<file path="src/rtl/sdr_app_master_pkg.sv">
// Shared types and constants for the SDRAM application traffic master.
package sdr_app_master_pkg;

  localparam int ADDR_W = 26;
  localparam int LEN_W  = 9;

  typedef enum logic [2:0] {
    ST_IDLE  = 3'd0,
    ST_REQ   = 3'd1,
    ST_WDATA = 3'd2,
    ST_RDATA = 3'd3,
    ST_DONE  = 3'd4
  } state_e;

  // Increment a 16-bit counter, holding at all-ones instead of wrapping.
  function automatic logic [15:0] sat_inc16(input logic [15:0] value);
    logic [15:0] result;
    if (value == 16'hFFFF) begin
      result = value;
    end else begin
      result = value + 16'd1;
    end
    return result;
  endfunction

endpackage

</file>
<file path="src/rtl/sdr_pattern_chk.sv">
// Pattern word generator (seed + beat) and read-data comparator.
module sdr_pattern_chk
  import sdr_app_master_pkg::*;
#(
  parameter int APP_DW = 32
) (
  input  logic [APP_DW-1:0] seed,
  input  logic [LEN_W-1:0]  beat,
  input  logic [APP_DW-1:0] rd_data,
  output logic [APP_DW-1:0] pattern,
  output logic              match
);

  // Addition wraps naturally at 2^APP_DW.
  assign pattern = seed + APP_DW'(beat);
  assign match   = (rd_data == pattern);

endmodule

</file>
<file path="src/rtl/sdr_app_master.sv">
// SDRAM application master: issues one write-pattern or read-and-check burst
// per host command, with a no-progress watchdog and sticky error reporting.
module sdr_app_master
  import sdr_app_master_pkg::*;
#(
  parameter int APP_DW  = 32,
  parameter int APP_BW  = APP_DW / 8,
  parameter int TIMEOUT = 1023
) (
  input  logic                sdram_clk,
  input  logic                reset_n,
  input  logic                cmd_valid,
  output logic                cmd_ready,
  input  logic                cmd_wr_n,
  input  logic [ADDR_W-1:0]   cmd_addr,
  input  logic [LEN_W-1:0]    cmd_len,
  input  logic [APP_DW-1:0]   cmd_seed,
  output logic                app_req,
  output logic                app_req_wr_n,
  output logic                app_req_wrap,
  output logic [ADDR_W-1:0]   app_req_addr,
  output logic [LEN_W-1:0]    app_req_len,
  output logic [APP_DW-1:0]   app_wr_data,
  output logic [APP_BW-1:0]   app_wr_en_n,
  input  logic                app_req_ack,
  input  logic                app_wr_next_req,
  input  logic                app_rd_valid,
  input  logic                app_last_rd,
  input  logic                app_last_wr,
  input  logic [APP_DW-1:0]   app_rd_data,
  output logic                done,
  output logic                err,
  output logic                timeout,
  output logic [15:0]         err_cnt
);

  localparam int CW = (TIMEOUT < 2) ? 1 : $clog2(TIMEOUT + 1);

  state_e              state_r, state_nxt;
  logic [LEN_W-1:0]    beat_r, beat_nxt;
  logic [CW-1:0]       cyc_r, cyc_nxt;
  logic [ADDR_W-1:0]   addr_r, addr_nxt;
  logic [LEN_W-1:0]    len_r, len_nxt;
  logic                wr_n_r, wr_n_nxt;
  logic [APP_DW-1:0]   seed_r, seed_nxt;
  logic                err_r, err_nxt;
  logic                to_r, to_nxt;
  logic [15:0]         err_cnt_r, err_cnt_nxt;
  logic                cmd_ready_r, app_req_r, done_r;

  logic [APP_DW-1:0]   pattern_s;
  logic                match_s;
  logic                beat_lt_len_s;
  logic [LEN_W-1:0]    beat_inc_s;
  logic [CW-1:0]       cyc_inc_s;
  logic                progress_s;
  logic                to_hit_s;

  sdr_pattern_chk #(.APP_DW(APP_DW)) u_pattern_chk (
    .seed    (seed_r),
    .beat    (beat_r),
    .rd_data (app_rd_data),
    .pattern (pattern_s),
    .match   (match_s)
  );

  assign beat_lt_len_s = (beat_r < len_r);
  assign beat_inc_s    = beat_r + 9'd1;
  assign cyc_inc_s     = cyc_r + CW'(1);
  assign progress_s    = app_req_ack | app_wr_next_req | app_rd_valid;
  assign to_hit_s      = !progress_s && (cyc_r == CW'(TIMEOUT - 1));

  // Next-state, beat/watchdog counters and status flag updates.
  always_comb begin
    state_nxt   = state_r;
    beat_nxt    = beat_r;
    cyc_nxt     = cyc_r;
    addr_nxt    = addr_r;
    len_nxt     = len_r;
    wr_n_nxt    = wr_n_r;
    seed_nxt    = seed_r;
    err_nxt     = err_r;
    to_nxt      = to_r;
    err_cnt_nxt = err_cnt_r;
    case (state_r)
      ST_IDLE: begin
        if (cmd_valid && cmd_ready_r) begin
          addr_nxt    = cmd_addr;
          len_nxt     = cmd_len;
          wr_n_nxt    = cmd_wr_n;
          seed_nxt    = cmd_seed;
          err_nxt     = 1'b0;
          to_nxt      = 1'b0;
          err_cnt_nxt = 16'd0;
          beat_nxt    = 9'd0;
          cyc_nxt     = '0;
          if (cmd_len == 9'd0) begin
            state_nxt = ST_DONE;
          end else begin
            state_nxt = ST_REQ;
          end
        end else begin
          state_nxt = ST_IDLE;
        end
      end
      ST_REQ: begin
        // The controller may pull the first write word before acking.
        if (!wr_n_r && app_wr_next_req && beat_lt_len_s) begin
          beat_nxt = beat_inc_s;
        end else begin
          beat_nxt = beat_r;
        end
        cyc_nxt = progress_s ? '0 : cyc_inc_s;
        if (app_req_ack) begin
          state_nxt = wr_n_r ? ST_RDATA : ST_WDATA;
        end else if (to_hit_s) begin
          to_nxt    = 1'b1;
          state_nxt = ST_DONE;
        end else begin
          state_nxt = ST_REQ;
        end
      end
      ST_WDATA: begin
        if (app_wr_next_req && beat_lt_len_s) begin
          beat_nxt = beat_inc_s;
        end else begin
          beat_nxt = beat_r;
        end
        cyc_nxt = progress_s ? '0 : cyc_inc_s;
        if (app_last_wr || (beat_nxt == len_r)) begin
          state_nxt = ST_DONE;
        end else if (to_hit_s) begin
          to_nxt    = 1'b1;
          state_nxt = ST_DONE;
        end else begin
          state_nxt = ST_WDATA;
        end
      end
      ST_RDATA: begin
        if (app_rd_valid && beat_lt_len_s) begin
          beat_nxt = beat_inc_s;
          if (!match_s) begin
            err_nxt     = 1'b1;
            err_cnt_nxt = sat_inc16(err_cnt_r);
          end else begin
            err_nxt     = err_r;
          end
        end else begin
          beat_nxt = beat_r;
        end
        cyc_nxt = progress_s ? '0 : cyc_inc_s;
        if (app_last_rd || (beat_nxt == len_r)) begin
          state_nxt = ST_DONE;
        end else if (to_hit_s) begin
          to_nxt    = 1'b1;
          state_nxt = ST_DONE;
        end else begin
          state_nxt = ST_RDATA;
        end
      end
      ST_DONE: begin
        cyc_nxt   = '0;
        state_nxt = ST_IDLE;
      end
      default: begin
        state_nxt = ST_IDLE;
      end
    endcase
  end

  // State, latched command fields, counters and registered handshake outputs.
  always_ff @(posedge sdram_clk or negedge reset_n) begin
    if (!reset_n) begin
      state_r     <= ST_IDLE;
      beat_r      <= 9'd0;
      cyc_r       <= '0;
      addr_r      <= 26'd0;
      len_r       <= 9'd0;
      wr_n_r      <= 1'b0;
      seed_r      <= '0;
      err_r       <= 1'b0;
      to_r        <= 1'b0;
      err_cnt_r   <= 16'd0;
      cmd_ready_r <= 1'b0;
      app_req_r   <= 1'b0;
      done_r      <= 1'b0;
    end else begin
      state_r     <= state_nxt;
      beat_r      <= beat_nxt;
      cyc_r       <= cyc_nxt;
      addr_r      <= addr_nxt;
      len_r       <= len_nxt;
      wr_n_r      <= wr_n_nxt;
      seed_r      <= seed_nxt;
      err_r       <= err_nxt;
      to_r        <= to_nxt;
      err_cnt_r   <= err_cnt_nxt;
      cmd_ready_r <= (state_nxt == ST_IDLE);
      app_req_r   <= (state_nxt == ST_REQ);
      done_r      <= (state_r == ST_DONE);
    end
  end

  assign cmd_ready    = cmd_ready_r;
  assign app_req      = app_req_r;
  assign app_req_wr_n = wr_n_r;
  assign app_req_wrap = 1'b0;
  assign app_req_addr = addr_r;
  assign app_req_len  = len_r;
  assign app_wr_data  = pattern_s;
  assign app_wr_en_n  = {APP_BW{1'b0}};
  assign done         = done_r;
  assign err          = err_r;
  assign timeout      = to_r;
  assign err_cnt      = err_cnt_r;

endmodule

</file>
<file path="config.mk">
export PLATFORM = sky130hd
export DESIGN_NAME = sdr_app_master
export DESIGN_NICKNAME = d
export VERILOG_FILES = /design/src/rtl/sdr_app_master_pkg.sv /design/src/rtl/sdr_pattern_chk.sv /design/src/rtl/sdr_app_master.sv
export SDC_FILE = /design/constraint.sdc
export NUM_CORES = 1
export LEC_CHECK = 0
export ABC_CLOCK_PERIOD_IN_PS = 11100
export BUFFER_PORTS_ARGS = -buffer_cell sky130_fd_sc_hd__buf_2
export CAP_MARGIN = 25
export CORE_ASPECT_RATIO = 1.75
export CORE_MARGIN = 2
export CORE_UTILIZATION = 35
export CTS_CLUSTER_SIZE = 8
export DETAILED_ROUTE_END_ITERATION = 7
export PLACE_DENSITY_LB_ADDON = 0.15
export SLEW_MARGIN = 20
export SYNTH_ARGS = -nofsm -noshare
export SYNTH_HDL_FRONTEND = slang
export SYNTH_SLANG_ARGS = --single-unit
</file>
<file path="constraint.sdc">
create_clock -name sdram_clk -period 11.1 [get_ports sdram_clk]
set_input_delay 0.555 -clock sdram_clk [delete_from_list [all_inputs] [get_ports sdram_clk]]
set_output_delay 0.555 -clock sdram_clk [all_outputs]
set_load 0.01 [all_outputs]
</file>
Yosys cells after proc, flatten, opt, wreduce, memory -nomap -nowiden:

Index checks and enable logic that the tools add are counted.

* register bits: 111
* bits of input ports: 108
* output and inout port bits: 94
* word-level logic and storage cells: 95

* add/sub/neg operators: 4
* $lt $le $gt $ge: 1
* equality and inequality tests: 18
* multiplexer cells: 34
* bitwise operators: 2
* reductions and logical operators: 23

Operators by type and width (number)
* $mux 16: 4
* $mux 9: 6
* $pmux 9 s4: 1
* $add 32x9->32: 1
* $eq 32x32->1: 1
* $pmux 16 s2: 1
* $pmux 10 s3: 1
* $mux 3: 8
* $mux 10: 2
* $eq 9x9->1: 2
* $add 16x1->16 const B: 1
* $eq 16x16->1 const B: 1
* $ne 2x2->1 const B: 8
* $pmux 3 s4: 1
* $add 10x1->10 const B: 1
* $eq 10x10->1 const B: 1
* $reduce_and 5->1: 2
* $add 9x1->9 const B: 1
* $logic_not 9->1: 1
* $lt 9x9->1: 1
* $mux 1: 8
* $eq 3x1->1 const B: 2
* $eq 3x2->1 const B: 2
* $logic_and 1x1->1: 6
* other kinds (14): 19

Logic depth before layout (Yosys ltp):

Gate-level depths: netlist (run 1).

* word-level depth: 9
* gate-level depth with buffers: 15
* mapped depth without buffers: 13

Hierarchy:

From an unflattened synthesis (run 1), not the netlist that was laid out.

* cell total of the unflattened synthesis: 948
* area total of the unflattened synthesis: 7840.0 um^2

By module, submodules not included
* sdr_app_master: times used 1, cells an instance 684, area each 5859.4 um^2, sequential area each 2777.7 um^2
* sdr_pattern_chk: times used 1, cells an instance 264, area each 1980.6 um^2, sequential area each 0.0 um^2

Least setup slack after synthesis (run 1):

Ideal clock, no wire load.

* kind: register to register
* start: register beat_r[0]
* end: register err_cnt_r[10] (netlist: err_cnt[10])
* library setup time: 136 ps
* data arrival time: 3463 ps
* slack: 7501 ps
* stages on the path, launching flop included: 15
* period minus slack after synthesis: 3599 ps
* cells stage by stage: dfrtp_1 ha_1 fa_1 a21o_1 a221oi_2 o21ai_2 and2_4 xnor2_1 a2111oi_1 nand4_1 nor4_2 nand4_2 buf_2 a31oi_1 a31oi_2

* cells in the longest elaborated chain, start to end: 4

RTL lines
* start: declaration: line sdr_app_master.sv:40 `logic [LEN_W-1:0] beat_r, beat_nxt;`
* start signal: assignment: line sdr_app_master.sv:189 `beat_r <= beat_nxt;`
* $add 32x9->32 or $lt 9x9->1 (tied branches): line sdr_pattern_chk.sv:15, sdr_app_master.sv:67
* $eq 32x32->1 or $logic_and 1x1->1 (tied branches): line sdr_pattern_chk.sv:16, sdr_app_master.sv:140
* $ne 2x2->1 (no line)
* $reduce_and 5->1 (no line) (*)
* end signal: assignment: line sdr_app_master.sv:197 `err_cnt_r <= err_cnt_nxt;`
* end: declaration: line sdr_app_master.sv:48 `logic [15:0] err_cnt_r, err_cnt_nxt;`

Every way passes the cells marked *; elsewhere a longest branch is shown, timed or not.
A chain may end at the register's enable or synchronous reset.

Worst setup path after layout (run 1):

* start: register beat_r[0]
* end: register err_cnt_r[11] (netlist: err_cnt[11])

Same word-level chain as after synthesis.

==> impl_results.md, run 1 <==
- Status: finished clean
- Initial antenna violation count: 0
- Initial Util: 35.6%
- Routed wire length: 26200 um
- Worst Reg-to-Reg Cells: 13
- Max Cap Viol: 0
- Layout Utilization: 42.5%
- Worst reg-to-reg setup slack: 6.51 ns
- Fraction of registers with async set/reset: 100%
- Clock latency on the worst-skew pair: 0.36 ns
- H-Tree Depth: 3
- Worst rel slew slack: 33.5%
- Area after DPL: 0.00879 mm^2
- Register area share after synthesis: 36.5%
- Syn avg cell area: 7.97 um^2
- Clock buffer count from CTS: 9
- DR WL met3: 1100 um
- Fin Setup TNS: 0 ns
- Worst setup SP type: flip-flop
- Post-route ant nets: 0
- Number of buffers inserted by hold repair at cts: 0
- Required time of the critical path: 11.40 ns
- Leakage: 4.47 nW
- Flops & latches, synth: 111
- Total Nets Final: 1252
- Post-synth EDFFs: 0
- Uppermost layer routed: met4
- Full die area: 0.0230 mm^2
- Gr usage total: 22.8%
- Met2 routed WL: 14100 um
- Synth Instances: 956
- Syn Std Cell Area: 0.00762 mm^2
- Routed len/inst: 18.4 um
- RSZ-0062 raised after global routing: false
- First-pass GRT wire length: 39700 um
- Area Overhead vs Synth: 19.6%
- Placer congestion estimate: 0.985
- Hold Crit Class: input pin to asynchronous set/reset pin
- Detailed-route via count: 7450
- Period minus WS final: 4.59 ns
- Top FF cell, synth: dfrtp_1
- P per Cell Area: 224 mW/mm^2
- Multi-input gate area: 0.00451 mm^2
- Most common cell after layout, fill and taps aside: nand2_1
- CTS root buffer: clkbuf_16
- Count of warnings emitted by yosys: 0
- CTS tree: done
- Clock Sinks: 111
- Clock transition at path regs: 0.08 ns
- Pin count of the biggest net entering global routing: 63
- Vias per Instance: 5.25
- Final WS setup: 6.51 ns
- Worst slack, placed: 6.58 ns
- Drt pass-1 iters: 5
- DPL Wire Length: 20400 um
- CP max FO: 16
- Critical Path End Type: flip-flop
- Initial DRC count: 578
- Fin. max-slew vios: 0
- Core area: 0.0214 mm^2
- Layout cell share with drive strength beyond 1: 22.2%
- FMAX: 218 MHz
- Setup Skew: 0.00872 ns
- Final setup vio count: 0
- Core Rows: 71
- VDD IR max: 0.0917 mV
- Resize count post-CTS: 0
- FF/Latch Area: 0.00278 mm^2
- Total congestion overflow: 0
- Tightest Pin Transition: 0.988 ns
- Most frequent cells in the layout: nand2_1, buf_2, dfrtp_1
- Period utilisation layout: 41.3%
- CP Class: flip-flop to flip-flop
- Vias in the first global route: 7281
- # DRC: 0
- I/O Buffers: 196
- WL met1: 9820 um
- Synth cell types: 80
- Arrival @ worst endpoint: 4.88 ns
- I/O pin count: 202
- Horiz. Die Dim: 116 um
- Final hold vios: 0
- Final instance area: 0.00911 mm^2
- Postcts setup bufs: 0
- Fill cells: 2229
- Clk buf depth: 2
- Die height: 199 um
[state kept, by name, indices dropped and copies added (netlist names)]
register	flops
seed_r	32
app_req_addr	26
err_cnt	16
cyc_r	10
app_req_len	9
beat_r	9
state_r	3
app_req	1
app_req_wr_n	1
cmd_ready	1
done	1
err	1
timeout	1
[critical path, cell delays in order (launching register included)]
cell and delay, ns:
dfrtp_1 0.51, ha_1 0.29, fa_1 0.41, a21o_1 0.22, a221o_1 0.36, o2bb2ai_2 0.19
nor2b_4 0.16, a31o_1 0.23, nor4_1 0.49, nand4_1 0.17, nor4_2 0.43, nand4_2 0.48
a21oi_2 0.42, a2bb2oi_2 0.16
[stage by stage]
stage                     power [W]  instances  hold WS, ns
final                       0.00204       1420        0.253
after CTS                   0.00206       1419        0.273
after detailed placement    0.00170       1403        0.457
after global placement      0.00169       1403        0.455
after global routing        0.00220       1419        0.306
after floorplan             0.00132        960        0.259
[path summary, 6_finish.rpt]
kind                             startpoint                to
max                               beat_r[0]       err_cnt[11]
min                                 reset_n        seed_r[24]
max reg2reg                       beat_r[0]       err_cnt[11]
min reg2reg                app_req_addr[17]  app_req_addr[17]
max in group asynchronous           reset_n        seed_r[14]
min in group sdram_clk          cmd_addr[8]   app_req_addr[8]
[final cells by class]
| cell class | count | share of cell area [%] |
|---|---|---|
| sequential | 111 | 30.5 |
| tap | 292 | 4.01 |
| clock inverter | 5 | 0.701 |
| antenna | 1 | 0.0275 |
| clock buffer | 11 | 2.77 |
| timing repair buffer | 200 | 11.1 |
| inverter | 34 | 1.40 |
| multi-input combinational | 766 | 49.5 |
[routing by layer]
layer  up-vias  track usage [%]
li1       3622                -
met1      3513             24.1
met2       251             42.6
met3        64             3.00
met4         0             12.2
met5         -                0
[cell usage after synthesis (4+ instances only)]
cell type	count	share of area, %
a22o_1	7	0.80
nor4_1	11	0.90
nor3b_1	6	0.59
a21oi_1	41	2.7
o21a_1	4	0.39
xor2_1	31	3.6
o22ai_1	6	0.49
nand3b_1	5	0.49
nor2_1	62	3.1
or3_1	7	0.57
ha_1	21	3.4
nor3_1	17	1.1
nand4_1	13	1.1
nand3_1	31	2.0
a22oi_1	4	0.39
clkbuf_1	36	1.8
and3_1	21	1.7
xnor2_1	46	5.3
nand2b_1	9	0.74
o21ai_1	4	0.26
o41ai_1	4	0.46
inv_1	34	1.7
o21ai_0	50	3.3
nor2b_1	6	0.49
a31oi_1	8	0.66
buf_2	4	0.26
a31oi_2	6	0.99
dfrtp_1	111	36
o31ai_1	7	0.69
and2_1	7	0.57
buf_4	5	0.49
a21o_1	9	0.89
nand2_1	253	12
a211oi_1	4	0.39
[power by group]
part | internal [W] | switching (W) | leakage, nW | total, W
Sequential | 0.000541 | 0.000204 | 1.44 | 0.000745
Combinational | 0.000368 | 0.000581 | 2.87 | 0.000949
Clock | 0.000189 | 0.000157 | 0.152 | 0.000346
Total | 0.00110 | 0.000942 | 4.47 | 0.00204
[cell families (layout without fill, tap and decap cells)]
kind of cell             count (synthesis)  count (layout)  share of synthesized area (%)
flip-flops                             111             111                           36.5
other                                    1               6                         0.0492
XOR/XNOR                                78              78                           9.15
buffers and inverters                   83             250                           4.70
adder cells (fa/ha/maj)                 22              22                           3.71
AO/OA/AOI/OAI                          192             192                           17.3
AND/OR/NAND/NOR                        466             466                           28.2
multiplexers                             3               3                          0.476
(Power assumes the default switching activity.)
==> inputs of run 2 (changes only) <==
--- a/config.mk
+++ b/config.mk
@@ -5,7 +5,7 @@
 export SDC_FILE = /design/constraint.sdc
 export NUM_CORES = 1
 export LEC_CHECK = 0
-export ABC_CLOCK_PERIOD_IN_PS = 11100
+export ABC_CLOCK_PERIOD_IN_PS = 4700
 export BUFFER_PORTS_ARGS = -buffer_cell sky130_fd_sc_hd__buf_2
 export CAP_MARGIN = 25
 export CORE_ASPECT_RATIO = 1.75
==> constraint.sdc (replaced) <==
create_clock -name sdram_clk -period 4.7 [get_ports sdram_clk]
set_input_delay 0.235 -clock sdram_clk [delete_from_list [all_inputs] [get_ports sdram_clk]]
set_output_delay 0.235 -clock sdram_clk [all_outputs]
set_load 0.01 [all_outputs]
==> impl_results.md, run 2 (synthesis results as in run 1) <==
- Clk buf depth: 2 (unchanged)
- Initial antenna violation count: 1 (was 0)
- Vias per Instance: 5.24 (was 5.25)
- Final instance area: 0.00924 mm^2 (was 0.00911 mm^2)
- Routed len/inst: 18.9 um (was 18.4 um)
- RSZ-0062 raised after global routing: false (unchanged)
- Arrival @ worst endpoint: 4.58 ns (was 4.88 ns)
- Worst rel slew slack: 39.3% (was 33.5%)
- Slowest CP cell: dfrtp_1 (unchanged)
- Final total power: 0.00488 W (was 0.00204 W)
- Worst slack, placed: 0.439 ns (was 6.58 ns)
- Placer congestion estimate: 0.969 (was 0.985)
- CP delay by family, top: compound AO/OA/AOI/OAI gates (was simple AND/OR/NAND/NOR gates)
- Fill cells: 2238 (was 2229)
- Leakage: 4.56 nW (was 4.47 nW)
- Pin count of the biggest net entering global routing: 57 (was 63)
- Worst setup SP type: flip-flop (unchanged)
- Hold slack: 0.0467 ns (was 0.253 ns)
- Total congestion overflow: 0 (unchanged)
- I/O Buffers: 196 (unchanged)
- Tightest Pin Transition: 0.908 ns (was 0.988 ns)
- Initial DRC count: 432 (was 578)
- Horiz. Die Dim: 116 um (unchanged)
- Fin. max-slew vios: 0 (unchanged)
- Critical Path End Type: flip-flop (unchanged)
- Routed wire length: 27100 um (was 26200 um)
- Core Rows: 71 (unchanged)
- Period minus WS final: 4.28 ns (was 4.59 ns)
- Most frequent cells in the layout: nand2_1, buf_2, dfrtp_1 (unchanged)
- Period utilisation layout: 91.2% (was 41.3%)
- Final setup vio count: 0 (unchanged)
- Detailed-route via count: 7546 (was 7450)
- FF/Latch Area: 0.00278 mm^2 (unchanged)
- Area Overhead vs Synth: 21.3% (was 19.6%)
- # DRC: 0 (unchanged)
- H-Tree Depth: 3 (unchanged)
- CTS tree: done (unchanged)
- Drt pass-1 iters: 5 (unchanged)
- Hold Crit Class: input pin to flip-flop (was input pin to asynchronous set/reset pin)
- Initial Util: 35.6% (unchanged)
- Most common cell after layout, fill and taps aside: nand2_1 (unchanged)
- Final WS setup: 0.416 ns (was 6.51 ns)
- Vias in the first global route: 7489 (was 7281)
- CP cell instances: ha_1, fa_1, a21o_1, a221o_1, o2bb2ai_2, nor2b_4, a31o_1, nor4_1, nand4_1, nor4_2, nand4_2, buf_4, a21oi_2, a2bb2oi_2 (was ha_1, fa_1, a21o_1, a221o_1, o2bb2ai_2, nor2b_4, a31o_1, nor4_1, nand4_1, nor4_2, nand4_2, a21oi_2, a2bb2oi_2)
- CTS root buffer: clkbuf_16 (unchanged)
- Layout cell share with drive strength beyond 1: 23.4% (was 22.2%)
- CP max stage delay: 0.51 ns (about the same)
- Status: finished clean (unchanged)
- Full die area: 0.0230 mm^2 (unchanged)
- Die height: 199 um (unchanged)
- Core area: 0.0214 mm^2 (unchanged)
- Clock Sinks: 111 (unchanged)
- Max Cap Viol: 0 (unchanged)
- First-pass GRT wire length: 41700 um (was 39700 um)
- Post-route ant nets: 0 (unchanged)
- Gr usage total: 24.1% (was 22.8%)
- DPL Wire Length: 21300 um (was 20400 um)
- I/O pin count: 202 (unchanged)
- Clock transition at path regs: 0.08 ns (about the same)
- Fin Setup TNS: 0 ns (unchanged)
- CP max FO: 16 (unchanged)
- P per Cell Area: 528 mW/mm^2 (was 224 mW/mm^2)
- FMAX: 233 MHz (was 218 MHz)
- Final hold vios: 0 (unchanged)
- Max FFs per register: 32 (unchanged)
- Clock buffer count from CTS: 9 (unchanged)
- Multi-input gate area: 0.00451 mm^2 (unchanged)
- VDD IR max: 0.221 mV (was 0.0917 mV)
- Area after DPL: 0.00892 mm^2 (was 0.00879 mm^2)
- Postcts setup bufs: 0 (unchanged)
- Clock latency on the worst-skew pair: 0.37 ns (was 0.36 ns)
- Worst Path Buf+Inv: 1 (was 0)
- CP Class: flip-flop to flip-flop (unchanged)
- Total Nets Final: 1271 (was 1252)
- Top reg by flops: seed_r (unchanged)
- Setup Skew: 0.0131 ns (was 0.00872 ns)
- Required time of the critical path: 5.00 ns (was 11.40 ns)
## run 2: cell count changes in the layout (fill, tap and decap cells not counted)
cell	previous run	this run
buf_4	5	22
clkbuf_2	0	1
clkbuf_8	2	1
clkinv_2	0	2
clkinv_4	2	1
clkinvlp_4	1	0
dlygate4sd3_1	0	1
inv_6	1	2
## run 2: worst register-to-register path: cells and delay by family (launching register included)
family | cells | cell delay [ns]
and+or+nand+nor | 5 | 1.35
AOI/OAI and AO/OA | 6 | 1.46
adders and majority gates | 2 | 0.69
buffers and inverters | 1 | 0.23
DFF | 1 | 0.51
## run 2: worst paths after layout
check                      cells after the start  slack [ns]                to       startpoint
max                                           14        0.42       err_cnt[13]        beat_r[0]
min                                            3        0.05  app_req_addr[25]     cmd_addr[25]
max reg2reg                                   14        0.42       err_cnt[13]        beat_r[0]
min reg2reg                                    2        0.47   app_req_addr[0]  app_req_addr[0]
max in group asynchronous                      3        3.34        err_cnt[3]          reset_n
min in group asynchronous                      2        0.46  app_req_addr[25]          reset_n
## run 2: layout make-up
type | instances | share of cell area, %
Timing Repair Buffer | 219 | 12.5
Clock buffer | 10 | 2.59
Tap cell | 292 | 3.95
Inverter | 34 | 1.38
Clock inverter | 6 | 0.718
Multi-Input combinational cell | 766 | 48.8
Antenna cell | 1 | 0.0271
Sequential cell | 111 | 30.1
## run 2: per-stage QoR
stage	util, %	std cells
floorplan	-	960
global placement	41.7	1420
detailed placement	41.7	1420
CTS	43.1	1437
global route	43.2	1439
finish	43.2	1439
## run 2: what timing repair did
| item | 4_1_cts | 5_1_grt |
|---|---|---|
| hold endpoints to repair | 54 | 0 |
| resized for setup | 0 | 0 |
| hold buffers | 1 | 0 |
| setup endpoints to repair | 0 | 0 |
## run 2: where the power goes
group          switching [W]  internal, W
clock network       0.000386     0.000432
logic                0.00145     0.000910
registers           0.000427      0.00128
## run 2: routing by layer
| layer | global-route usage (%) | vias up | share of wire, % | wire length [um] |
|---|---|---|---|---|
| met5 | 0 | - | 0 | 0 |
| li1 | - | 3659 | - | - |
| met2 | 44.5 | 261 | 54 | 14600 |
| met3 | 4.37 | 70 | 5.2 | 1410 |
| met4 | 12.6 | 0 | 5.1 | 1390 |
| met1 | 25.4 | 3556 | 36 | 9720 |
